## config.mk

```make
export PLATFORM = sky130hd
export DESIGN_NAME = fetch_flush_sequencer
export DESIGN_NICKNAME = d
export VERILOG_FILES = /design/src/rtl/fetch_flush_sequencer_pkg.sv /design/src/rtl/fetch_flush_sequencer_watchdog.sv /design/src/rtl/fetch_flush_sequencer.sv
export SDC_FILE = /design/constraint.sdc
export NUM_CORES = 1
export LEC_CHECK = 0
export BUFFER_PORTS_ARGS = -buffer_cell sky130_fd_sc_hd__buf_2
export CAP_MARGIN = 20
export CORE_ASPECT_RATIO = 2
export CORE_MARGIN = 4
export CORE_UTILIZATION = 47
export DETAILED_ROUTE_END_ITERATION = 7
export PLACE_DENSITY = 0.92
export SYNTH_ARGS = -nofsm -noshare
export SYNTH_HDL_FRONTEND = slang
export SYNTH_HIERARCHICAL = 1
export SYNTH_SLANG_ARGS = --single-unit
```

## constraint.sdc

```tcl
create_clock -name clk -period 4.13 [get_ports clk]
set_input_delay 1.0325 -clock clk [delete_from_list [all_inputs] [get_ports clk]]
set_output_delay 1.0325 -clock clk [all_outputs]
set_load 0.02 [all_outputs]
```

## src/rtl/fetch_flush_sequencer_pkg.sv

```systemverilog
// Shared types for the fetch flush sequencer: flush reasons, sequencer FSM states and the address type.
package fetch_flush_sequencer_pkg;

    localparam int VADDR_WIDTH_DEFAULT = 32;

    typedef logic [VADDR_WIDTH_DEFAULT-1:0] vaddr_t;

    typedef enum logic [1:0] {
        FLUSH_NORMAL     = 2'd0,
        FLUSH_FENCE_I    = 2'd1,
        FLUSH_SFENCE_VMA = 2'd2
    } flush_reason_t;

    typedef enum logic [1:0] {
        IDLE       = 2'd0,
        INV_ITLB   = 2'd1,
        INV_ICACHE = 2'd2
    } fetch_seq_state_t;

    // Maps a redirect reason to the invalidations it needs, packed as {itlb, icache}.
    function automatic logic [1:0] invalidate_request(input logic [1:0] reason);
        return {reason == FLUSH_SFENCE_VMA, reason == FLUSH_FENCE_I};
    endfunction

endpackage

```

## src/rtl/fetch_flush_sequencer_watchdog.sv

```systemverilog
// Per-invalidation timeout counter; only built when FETCH_SEQ_TIMEOUT_EN is defined.
`ifdef FETCH_SEQ_TIMEOUT_EN
module fetch_flush_sequencer_watchdog #(
    parameter int TIMEOUT_CYCLES = 1024
) (
    input  logic clk,
    input  logic rstN,
    input  logic active,
    input  logic done_hit,
    output logic expire,
    output logic timeout_error
);
    localparam int CountWidth = $clog2(TIMEOUT_CYCLES + 1);
    localparam logic [CountWidth-1:0] LastCount = CountWidth'(TIMEOUT_CYCLES - 1);

    logic [CountWidth-1:0] count;

    // Fires at the end of the TIMEOUT_CYCLES-th cycle spent in one invalidation; a real done wins.
    assign expire = active && !done_hit && (count == LastCount);

    always_ff @(posedge clk) begin
        if (!rstN) begin
            count         <= '0;
            timeout_error <= 1'b0;
        end else begin
            if (!active || done_hit || expire) begin
                count <= '0;
            end else begin
                count <= count + 1'b1;
            end
            if (expire) begin
                timeout_error <= 1'b1;
            end
        end
    end

endmodule
`endif

```

## src/rtl/fetch_flush_sequencer.sv

```systemverilog
// Fetch-pipe controller: merges stage stalls, issues a one-cycle flush with target PC, and sequences
// ITLB/ICache invalidation handshakes. Defining FETCH_SEQ_TIMEOUT_EN adds an invalidation watchdog.
module fetch_flush_sequencer
    import fetch_flush_sequencer_pkg::*;
#(
    parameter int VADDR_WIDTH    = 32,
    parameter int TIMEOUT_CYCLES = 1024
) (
    input  logic                   clk,
    input  logic                   rstN,
    input  logic                   flushFromMainPipe,
    input  logic [1:0]             flushReason,
    input  logic [VADDR_WIDTH-1:0] flushTargetPcFromMainPipe,
    input  logic                   stallFromICacheReadStage,
    input  logic                   stallFromInsnTraverseStage,
    input  logic                   invalidateITlbDone,
    input  logic                   invalidateICacheDone,
    output logic                   stall,
    output logic                   flush,
    output logic [VADDR_WIDTH-1:0] flushTargetPc,
    output logic                   invalidateITlb,
    output logic                   invalidateICache,
    output logic                   busy,
    output logic                   timeoutError
);

    fetch_seq_state_t state;
    logic             pend_itlb;
    logic             pend_icache;
    logic             set_itlb;
    logic             set_icache;
    logic             done_hit;
    logic             expire;
    logic             itlb_release;
    logic             icache_release;
    logic             next_pend_itlb;
    logic             next_pend_icache;

    // NOTE: every always_comb output gets a value on every path, so no latch can be inferred.
    always_comb begin
        {set_itlb, set_icache} = flushFromMainPipe ? invalidate_request(flushReason) : 2'b00;
        done_hit       = ((state == INV_ITLB)   && invalidateITlbDone) ||
                         ((state == INV_ICACHE) && invalidateICacheDone);
        itlb_release   = (state == INV_ITLB)   && (invalidateITlbDone   || expire);
        icache_release = (state == INV_ICACHE) && (invalidateICacheDone || expire);
        // Release clears first, then a same-cycle request of the same kind re-sets it (forces a re-run).
        next_pend_itlb   = (pend_itlb   && !itlb_release)   || set_itlb;
        next_pend_icache = (pend_icache && !icache_release) || set_icache;
    end

`ifdef FETCH_SEQ_TIMEOUT_EN
    fetch_flush_sequencer_watchdog #(
        .TIMEOUT_CYCLES(TIMEOUT_CYCLES)
    ) u_watchdog (
        .clk          (clk),
        .rstN         (rstN),
        .active       (state != IDLE),
        .done_hit     (done_hit),
        .expire       (expire),
        .timeout_error(timeoutError)
    );
`else
    logic unused_timeout_cfg;
    assign expire             = 1'b0;
    assign timeoutError       = 1'b0;
    assign unused_timeout_cfg = (TIMEOUT_CYCLES > 0) ^ done_hit;
`endif

    // Busy covers the IDLE cycle in which a pend bit is already set, so stall has no gap.
    assign busy  = (state != IDLE) || pend_itlb || pend_icache;
    assign stall = stallFromICacheReadStage || stallFromInsnTraverseStage || busy;

    // NOTE: sequential state uses non-blocking assignments so all registers update from pre-edge values.
    always_ff @(posedge clk) begin
        if (!rstN) begin
            state            <= IDLE;
            pend_itlb        <= 1'b0;
            pend_icache      <= 1'b0;
            flush            <= 1'b0;
            flushTargetPc    <= '0;
            invalidateITlb   <= 1'b0;
            invalidateICache <= 1'b0;
        end else begin
            flush <= flushFromMainPipe;
            if (flushFromMainPipe) begin
                flushTargetPc <= flushTargetPcFromMainPipe;
            end
            pend_itlb   <= next_pend_itlb;
            pend_icache <= next_pend_icache;

            // Request outputs are registered together with the state, so they equal state==INV_*.
            case (state)
                IDLE: begin
                    if (pend_itlb) begin
                        state          <= INV_ITLB;
                        invalidateITlb <= 1'b1;
                    end else if (pend_icache) begin
                        state            <= INV_ICACHE;
                        invalidateICache <= 1'b1;
                    end
                end
                INV_ITLB: begin
                    if (itlb_release) begin
                        invalidateITlb <= 1'b0;
                        if (next_pend_icache) begin
                            state            <= INV_ICACHE;
                            invalidateICache <= 1'b1;
                        end else begin
                            state <= IDLE;
                        end
                    end
                end
                INV_ICACHE: begin
                    if (icache_release) begin
                        invalidateICache <= 1'b0;
                        if (next_pend_itlb) begin
                            state          <= INV_ITLB;
                            invalidateITlb <= 1'b1;
                        end else begin
                            state <= IDLE;
                        end
                    end
                end
                default: begin
                    state            <= IDLE;
                    invalidateITlb   <= 1'b0;
                    invalidateICache <= 1'b0;
                end
            endcase
        end
    end

endmodule

```

==> flow_summary_export.csv, run 1 <==
group,metric,value,unit
status,outcome,"complete, no violations",
power_and_ir_drop,power.ir.vdd_worst,0.341,mV
finish,flow.area_growth_from_synthesis,29.9,%
setup_path,path_cells,"buf_2, or3_1, buf_2",
setup_path,critPathKind,"in -> out",
cts,post_cts.resized_instances,0,
timing,finClkSkew,0.476,ps
global_routing,number_of_antenna_violations_at_the_first_check_in_global_routing,0,
finish,final_cell_count_no_fill,256,
routing,routed.top_layer,"met4",
synthesis,async_reset_ff_frac,0,
setup_path,cp_data_arrival_time,1630,ps
synthesis,mean_instance_size_in_the_synthesized_netlist,10.2,sq um
hold_path,hold_path_startpoint,"flushTargetPc[22]",
cts,tritoncts,"built",
routing,wl_met1,1150,um
cts,clock_latency,280,ps
placed_design,placement.io_buffers,77,
placed_design,placed_cells_incl_taps,248,
timing,finalHoldWorstSlack,488,ps
setup_path,start_kind,"input port",
timing,fin_crit_sh,0.645,
timing,finalCriticalPeriod,2660,ps
setup_path,rr_worst_depth,3,
global_routing,overall_routing_resource_usage,0.174,
cts,clockRootBuffer,"clkbuf_8",
die,floorplan.die.width,48.3,um
timing,final_report_max_slew_violation_count,0,
routing,num_vias,1314,
setup_path,timing.critical_path.max_delay_family,"simple AND/OR/NAND/NOR gates",
placed_design,finalWeightedCongestion,0.809,
timing,fin_ws,1470,ps
global_routing,maximum_number_of_pins_on_one_net_before_global_route_repair,36,
power_and_ir_drop,total_power,0.000877,W
setup_path,worst_setup_path_startpoint,"stallFromInsnTraverseStage",
routing,drt_drc_violations_left,0,
placed_design,detailedPlace.worstSlack,1460,ps
routing,wire_length_after_detailed_routing,3480,um
run,drv.max_cap_violation_count,0,
die,initial_core_util,0.483,
routing,met3_wirelength,221,um
setup_path,critical_path_cell_count,3,
hold_path,hold_class,"reg -> reg",
global_routing,first_global_vias,1293,
hold_path,timing.hold.worst_endpoint,"flushTargetPc[22]",
placed_design,dp.final_hpwl,2650,um
setup_path,worst-path-max-fanout,1,
timing,fmaxAchievable,376,MHz
routing,drt_first_pass_iters,4,
synthesis,post_synth_instance_area,1520,sq um
timing,maxSlewHeadroom,0.357,
setup_path,r2r_slack,2630,ps
routing,routed_via_density,5.13,
finish,nets,265,
global_routing,grt_pass1_wl,5370,um
setup_path,critical_path_buffer_and_inverter_count,2,
setup_path,rr_startpoint,"state[1]",
setup_path,cp_slowest_stage_delay,350,ps
timing,final-hold-violation-count,0,
timing,finalSetupViolations,0,
finish,multiInputGateArea,678,sq um
cts,cts_setup_buffers,0,
finish,final_layout_size_suffix_gt1_frac,0.378,
hold_path,timing.hold.worst_path_depth,2,
setup_path,critical_path.reg2reg.endpoint,"invalidateITlb",
finish,diodes_inserted,0,
cts,cts.htree.levels,2,
timing,setup_repair_after_global_routing_missed_its_margin,"no",
synthesis,synth-edff-count,0,
global_routing,remaining_overflow_grt,0,
routing,detail_route.wl_per_cell,13.6,um
finish,regArea,781,sq um
die,core.rowCount,29,
routing,initialDrtViolationCount,9,
cts,clk_transition_reported_paths,80,ps
timing,worst_slew_pin_tran,963,ps
die,chipHeight,88.5,um
power_and_ir_drop,power_leakage,1.06,nW
synthesis,synth.ff_latch_count,39,
cts,hold_buffers,0,
setup_path,path_common_cell,"buf_2",
routing,route.met2.wl,2010,um
die,floorplan.core_area,3160,sq um
synthesis,synth_cell_type_count,31,
power_and_ir_drop,pwr_density_cell,443,nW/um^2
synthesis,seq_area_frac_synth,0.512,
routing,final_antenna_net_count,0,
cts,clk_path_buf_depth,2,
finish,fillerInstances,281,
die,ios,79,
setup_path,endpoint_kind,"output pin",
synthesis,syn-instance-count,150,
cts,clock_net_sink_count,39,
setup_path,critical_path.slowest_cell,"or3_1",
timing,tns,0,ps
die,design.die.area,4270,sq um
cts,cts_buffers,5,
synthesis,synth_nets,191,
synthesis,syn_warnings,6,
setup_path,critPathRequiredTime,3100,ps
synthesis,synth_top_flop_cell,"dfxtp_1",
[how the worst max path moves through the flow]
stage	endpoint	slack, ps
after CTS	stall	1460
final	stall	1470
after global routing	stall	1430
after global placement	stall	1460
after floorplan	stall	1600
after detailed placement	stall	1460
[sequential cells by signal, summed over array words and instances, names as in the netlist]
| name | count |
|---|---|
| pend_icache | 1 |
| flushTargetPc | 32 |
| invalidateITlb | 1 |
| flush | 1 |
| pend_itlb | 1 |
| state | 2 |
| invalidateICache | 1 |
[stage by stage]
step           instance area (sq um)   util
2_1_floorplan                   1520      -
3_3_place_gp                    1890  0.600
3_5_place_dp                    1890  0.600
4_1_cts                         1980  0.627
5_1_grt                         1980  0.627
6_report                        1980  0.627
[area by class of cell]
class                           instances  share of cell area
Timing Repair Buffer                   77               0.195
Clock inverter                          2             0.00632
Clock buffer                            6              0.0367
Inverter                                3             0.00569
Multi-Input combinational cell         98               0.343
Sequential cell                        39               0.394
Tap cell                               31              0.0196
[where the power goes]
part / leakage [nW] / internal (W) / switching, W
clock: 0.0412 / 0.000118 / 0.000130
sequential: 0.322 / 0.000408 / 0.0000292
combinational: 0.693 / 0.0000854 / 0.000106
total: 1.06 / 0.000612 / 0.000265
[kinds of logic after synthesis]
logic type / synth area share
compound gates: 0.0805
buf+inv: 0.0427
simple gates: 0.145
other cells: 0.00246
mux: 0.218
flops: 0.512
[layer usage]
| metal | GRT usage | up-vias |
|---|---|---|
| met4 | 0.103 | 0 |
| met2 | 0.304 | 41 |
| li1 | - | 655 |
| met5 | 0 | - |
| met3 | 0.0468 | 8 |
| met1 | 0.167 | 610 |
[cells in the final DEF, fill, tap and decap left out, drive strengths merged, types with 2 or more instances in the layout]
cell    instances
a21oi           2
inv             3
or3             2
buf            77
clkbuf          6
o21ai           3
dfxtp          39
a211oi          2
nor2b           2
nand2b          3
mux2i          32
and3b           2
nor2           32
a21boi          2
o21a            3
[synth_stat cells (all sizes together), types with 2 or more instances]
master  count  area share
dfxtp      39        0.51
mux2i      32        0.21
nor2       32       0.079
buf         9       0.033
inv         3      0.0074
nand2b      3       0.012
o21a        3       0.015
o21ai       3      0.0098
a211oi      2      0.0098
a21boi      2      0.0098
a21oi       2      0.0066
and3b       2       0.011
nor2b       2      0.0082
or3         2      0.0082
[worst reg2reg max path, cell delays in order, from the launching register on]
cell and delay [ps]:
dfxtp_1 520, nor2b_1 270, or4b_1 460, o2111a_1 150
(Power assumes the default switching activity.)
==> run 2: changes to the inputs <==
CORE_UTILIZATION = 40   (was 47)
PLACE_DENSITY = 0.84   (was 0.92)
clock period = 2.42 ns   (was 4.13 ns; I/O delays follow)
==> run 2 against run 1 <==
Effect of this change: worst hold slack worse by 11 ps; count of clock-buffer cells in the layout unchanged; final cell count up 8.6%; critical path type is now reg -> out; largest cell class unchanged.
==> flow_summary_export.csv, run 2 (same netlist as run 1, synthesis figures left out) <==
group,metric,value,unit
global_routing,overall_routing_resource_usage,0.148,
die,ios,79,
routing,detail_route.wl_per_cell,12.7,um
timing,final-hold-violation-count,0,
finish,flow.area_growth_from_synthesis,33.3,%
setup_path,critPathRequiredTime,1810,ps
setup_path,rr_worst_depth,3,
setup_path,worst-path-max-fanout,11,
timing,final_report_max_slew_violation_count,0,
setup_path,critPathKind,"reg -> out",
cts,clk_transition_reported_paths,70,ps
setup_path,r2r_slack,970,ps
finish,diodes_inserted,0,
setup_path,rr_startpoint,"state[1]",
routing,initialDrtViolationCount,19,
die,initial_core_util,0.418,
cts,cts_setup_buffers,0,
die,design.die.area,4920,sq um
placed_design,placement.io_buffers,77,
timing,tns,0,ps
finish,final_layout_size_suffix_gt1_frac,0.389,
hold_path,timing.hold.worst_path_depth,2,
setup_path,start_kind,"register",
finish,commonest_non_fill_non_tap_cells_in_the_layout,"77 x buf_2, 39 x dfxtp_1, 32 x mux2i_1, 32 x nor2_1, 5 x clkbuf_8",
placed_design,placed_cells_incl_taps,270,
placed_design,dp.final_hpwl,2800,um
global_routing,maximum_number_of_pins_on_one_net_before_global_route_repair,26,
routing,wire_length_after_detailed_routing,3540,um
cts,clockRootBuffer,"clkbuf_8",
finish,nets,269,
global_routing,grt_pass1_wl,5430,um
timing,setup_repair_after_global_routing_missed_its_margin,"no",
routing,final_antenna_net_count,0,
cts,cts.htree.levels,2,
placed_design,finalWeightedCongestion,0.788,
cts,hold_buffers,0,
finish,top_register,"flushTargetPc",
hold_path,hold_path_startpoint,"invalidateICache",
timing,finClkSkew,0.327,ps
cts,post_cts.resized_instances,0,
cts,tritoncts,"built",
timing,finalCriticalPeriod,2110,ps
power_and_ir_drop,total_power,0.00149,W
global_routing,remaining_overflow_grt,0,
finish,layout_top_registers,"flushTargetPc: 32 flops, state: 2 flops",
timing,fmaxAchievable,473,MHz
setup_path,cp_data_arrival_time,1510,ps
routing,num_vias,1324,
hold_path,timing.hold.worst_endpoint,"invalidateICache",
power_and_ir_drop,pwr_density_cell,735,nW/um^2
die,chipHeight,95.3,um
finish,most_common_library_cell_in_the_layout_ignoring_fill_and_taps,"buf_2",
cts,cts_buffers,5,
placed_design,placement.cell_area,1950,sq um
global_routing,number_of_antenna_violations_at_the_first_check_in_global_routing,0,
setup_path,critical_path.reg2reg.endpoint,"invalidateITlb",
finish,final_area,2030,sq um
hold_path,hold_class,"reg -> reg",
die,core.rowCount,31,
routing,drt_first_pass_iters,4,
die,floorplan.core_area,3650,sq um
routing,routed_via_density,4.76,
power_and_ir_drop,power.ir.vdd_worst,0.411,mV
setup_path,endpoint_kind,"output pin",
power_and_ir_drop,power_leakage,1.08,nW
die,floorplan.die.width,51.6,um
run,drv.max_cap_violation_count,0,
timing,finalSetupViolations,0,
global_routing,first_global_vias,1246,
cts,clock_net_sink_count,39,
routing,drt_drc_violations_left,0,
finish,final_cell_count_no_fill,278,
cts,clk_path_buf_depth,2,
cts,clock_latency,280,ps
finish,final_core_util,0.557,
timing,fin_crit_sh,0.873,
finish,largest_register_ff_count,32,
status,outcome,"complete, no violations",
[run 2: cell types whose count changed in the layout (fill, tap and decap cells not counted)]
cell	before	now
buf_4	0	4
[run 2: worst max-delay path by stage]
stage	cells after the start	from	endpoint
floorplan	4	state[1]	stall
global placement	3	stallFromInsnTraverseStage	stall
detailed placement	3	stallFromInsnTraverseStage	stall
CTS	4	state[1]	stall
global route	4	state[1]	stall
finish	4	state[1]	stall
[run 2: critical path: stages, from the launching register on]
cell	delay, ps
dfxtp_1	400
nor3_1	270
nand2b_1	90
or3_1	300
buf_2	160
[run 2: per-stage QoR]
step                setup WS [ps]  hold slack, ps
detailed placement            604             465
CTS                           299             476
global placement              605             460
finish                        308             477
global route                  202             484
floorplan                     516             535
[run 2: final cells by class]
cell class / instances / area (sq um)
clock buffers: 6 / 72.6
clock inverters: 2 / 12.5
fillers: 367 / 1610
inverters: 3 / 11.3
multi-input cells: 98 / 678
flip-flops and latches: 39 / 781
well taps: 49 / 61.3
repair buffers: 81 / 415
[run 2: power breakdown]
group          switching [W]  internal (W)  total [W]
combinational       0.000182      0.000149   0.000331
sequential         0.0000484      0.000697   0.000745
clock               0.000216      0.000201   0.000417
total               0.000446       0.00105    0.00149
[run 2: layer usage]
layer,vias up,part of all wire,global-route usage,routed length (um)
met2,46,0.57,0.282,2020
met3,5,0.050,0.0313,176
li1,663,-,-,-
met1,610,0.36,0.140,1270
met5,-,0,0,0
met4,0,0.023,0.0788,83
==> run 3: changes to the inputs <==
ABC_AREA = 1   (was default)
==> run 3 against run 2 <==
Effect of this change: combinational power up 32%; routed wire length up 8.4%; core utilization down 0.34 points; synthesized cell count up 36%; clock power up 21%; fmax up 7.6%; worst hold slack worse by 15 ps; clock skew up 4.4 ps; global-route usage up 2.1 points; final cell count up 18%; flip-flop and latch count unchanged; critical path depth unchanged; critical endpoint unchanged; largest cell class unchanged.
==> flow_summary_export.csv, run 3 <==
group,metric,value,unit
timing,tns,0,ps
cts,post_cts.resized_instances,0,
routing,drt_first_pass_iters,4,
cts,clk_transition_reported_paths,60,ps
power_and_ir_drop,power.net_switching,0.000525,W
timing,finalCriticalPeriod,1960,ps
routing,initialDrtViolationCount,25,
timing,maxSlewHeadroom,0.628,
synthesis,synth_cell_type_count,20,
power_and_ir_drop,power.ir.vdd_worst,0.465,mV
finish,final_layout_size_suffix_gt1_frac,0.344,
placed_design,finalWeightedCongestion,0.814,
cts,clk_path_buf_depth,2,
timing,fmaxAchievable,509,MHz
routing,routed_via_density,4.61,
power_and_ir_drop,power.combinational.fraction,0.258,
finish,flow.area_growth_from_synthesis,33.8,%
finish,final_cell_count_no_fill,328,
synthesis,yosys.area.top_type_share,0.517,
routing,wire_length_after_detailed_routing,3840,um
routing,detail_route.wl_per_cell,11.7,um
cts,hold_buffers,0,
power_and_ir_drop,pwr-share-clk,0.298,
global_routing,first_global_vias,1595,
setup_path,worst_setup_path_startpoint,"state[0]",
global_routing,remaining_overflow_grt,0,
global_routing,number_of_antenna_violations_at_the_first_check_in_global_routing,0,
timing,finalSetupViolations,0,
cts,cts.htree.levels,2,
cts,clockRootBuffer,"clkbuf_8",
hold_path,hold_path_startpoint,"invalidateITlb",
die,initial_core_util,0.414,
cts,clock_net_sink_count,39,
global_routing,grt_pass1_wl,6400,um
cts,cts_buffers,5,
die,floorplan.core_area,3650,sq um
power_and_ir_drop,power.sequential.fraction,0.444,
finish,nets,320,
placed_design,dp.final_hpwl,2880,um
power_and_ir_drop,cell_internal_pwr,0.00117,W
synthesis,mean_instance_size_in_the_synthesized_netlist,7.40,sq um
placed_design,placed_cells_incl_taps,321,
timing,fin_crit_sh,0.811,
synthesis,yosys.area.top_type,"dfxtp_1",
timing,finClkSkew,4.68,ps
routing,drt_drc_violations_left,0,
placed_design,placement.io_buffers,77,
setup_path,start_kind,"register",
status,outcome,"complete, no violations",
synthesis,syn-instance-count,204,
finish,diodes_inserted,0,
global_routing,maximum_number_of_pins_on_one_net_before_global_route_repair,39,
timing,final_report_max_slew_violation_count,0,
power_and_ir_drop,pwr_density_cell,839,nW/um^2
routing,final_antenna_net_count,0,
die,design.die.area,4880,sq um
finish,top_register,"flushTargetPc",
synthesis,post_synth_instance_area,1510,sq um
synthesis,yosysMostFrequentCell,"nor2_1",
routing,num_vias,1512,
setup_path,critPathRequiredTime,1810,ps
die,floorplan.die.width,51.4,um
setup_path,cp_data_arrival_time,1360,ps
finish,layout_top_registers,"flushTargetPc: 32 flops, state: 2 flops",
finish,fillerInstances,377,
finish,largest_register_ff_count,32,
hold_path,hold_class,"reg -> reg",
finish,final_area,2020,sq um
synthesis,synth_top_flop_cell,"dfxtp_1",
finish,commonest_non_fill_non_tap_cells_in_the_layout,"77 x buf_2, 71 x nor2_1, 39 x dfxtp_1",
placed_design,placement.cell_area,1920,sq um
finish,most_common_library_cell_in_the_layout_ignoring_fill_and_taps,"buf_2",
synthesis,syn_warnings,6,
timing,final-hold-violation-count,0,
synthesis,async_reset_ff_frac,0,
run,drv.max_cap_violation_count,0,
die,chipHeight,94.9,um
die,core.rowCount,31,
cts,tritoncts,"built",
synthesis,synth.ff_latch_count,39,
cts,cts_setup_buffers,0,
cts,clock_latency,270,ps
synthesis,seq_area_frac_synth,0.517,
setup_path,rr_startpoint,"state[1]",
power_and_ir_drop,net_switching_share_of_the_total_power,0.310,
die,ios,79,
setup_path,worst-path-max-fanout,6,
timing,worst_slew_pin_tran,557,ps
power_and_ir_drop,power_leakage,1.05,nW
synthesis,synth_top_cells_by_area,"dfxtp_1 52%, nor2_1 18%, o21ai_0 9.0%, nand2_1 4.2%, nand3_1 2.3%",
setup_path,critPathKind,"reg -> out",
synthesis,synth_nets,245,
timing,setup_repair_after_global_routing_missed_its_margin,"no",
synthesis,synth-edff-count,0,
setup_path,endpoint_kind,"output pin",
global_routing,overall_routing_resource_usage,0.169,
synthesis,synthTopCellsByCount,"71 x nor2_1, 39 x dfxtp_1, 27 x o21ai_0, 17 x nand2_1, 9 x inv_1",
run 3: cell types whose count changed in the layout (fill, tap and decap cells not counted), sizes merged, moves of 3 or more:
cell	delta
nor2	+41
nand3	+10
mux2i	-32
nand2	+17
a21oi	+4
inv	+9
nand2b	-3
o21ai	+29
o21a	-3
run 3: kinds of logic (layout without fill, tap and decap cells):
logic type | after synthesis | count (layout) | synth area share
and+or+nand+nor | 103 | 103 | 0.284
AOI/OAI and AO/OA | 38 | 38 | 0.131
other | 1 | 1 | 0.00249
buffers and inverters | 23 | 98 | 0.0655
DFF | 39 | 39 | 0.517
run 3: area by class of cell:
| type | count | area [sq um] | share of cell area |
|---|---|---|---|
| clock buffers | 6 | 72.6 | 0.0359 |
| well taps | 49 | 61.3 | 0.0304 |
| clock inverters | 1 | 30.0 | 0.0149 |
| multi-input cells | 142 | 629 | 0.312 |
| inverters | 12 | 45.0 | 0.0223 |
| repair buffers | 79 | 400 | 0.198 |
| flip-flops and latches | 39 | 781 | 0.387 |
run 3: metrics by stage:
stage	worst slack, ps	utilization	power [W]	hold WS [ps]
global route	361	0.554	0.00181	494
global placement	605	0.526	0.00120	444
CTS	435	0.554	0.00172	467
detailed placement	606	0.526	0.00121	457
finish	456	0.554	0.00169	461
floorplan	723	-	0.00107	478
run 3: worst max-delay path, cell delays in order, from the launching register on:
cell     delay, ps
dfxtp_1        370
nor2_2         160
nand3_2        100
or3_1          300
buf_2          160
run 3: path summary, 6_finish.rpt:
path                            to  slack [ps]  depth (start not counted)
setup / recovery             stall         460                          4
hold / removal      invalidateITlb         460                          2
setup reg to reg  invalidateICache        1290                          6
hold reg to reg     invalidateITlb         460                          2
run 3: power by group through the flow:
| stage | sequential, W | combinational (W) | clock [W] |
|---|---|---|---|
| floorplan | 0.000820 | 0.000248 | 0 |
| global placement | 0.000763 | 0.000433 | 0 |
| detailed placement | 0.000767 | 0.000442 | 0 |
| CTS | 0.000752 | 0.000444 | 0.000526 |
| global route | 0.000760 | 0.000497 | 0.000550 |
| finish | 0.000751 | 0.000438 | 0.000505 |
run 3: metal layers:
layer / track usage / up-vias / routed length [um]
li1: - / 789 / -
met1: 0.157 / 679 / 1390
met2: 0.328 / 40 / 2210
met3: 0.0300 / 4 / 180
met4: 0.0919 / 0 / 62
met5: 0 / - / 0
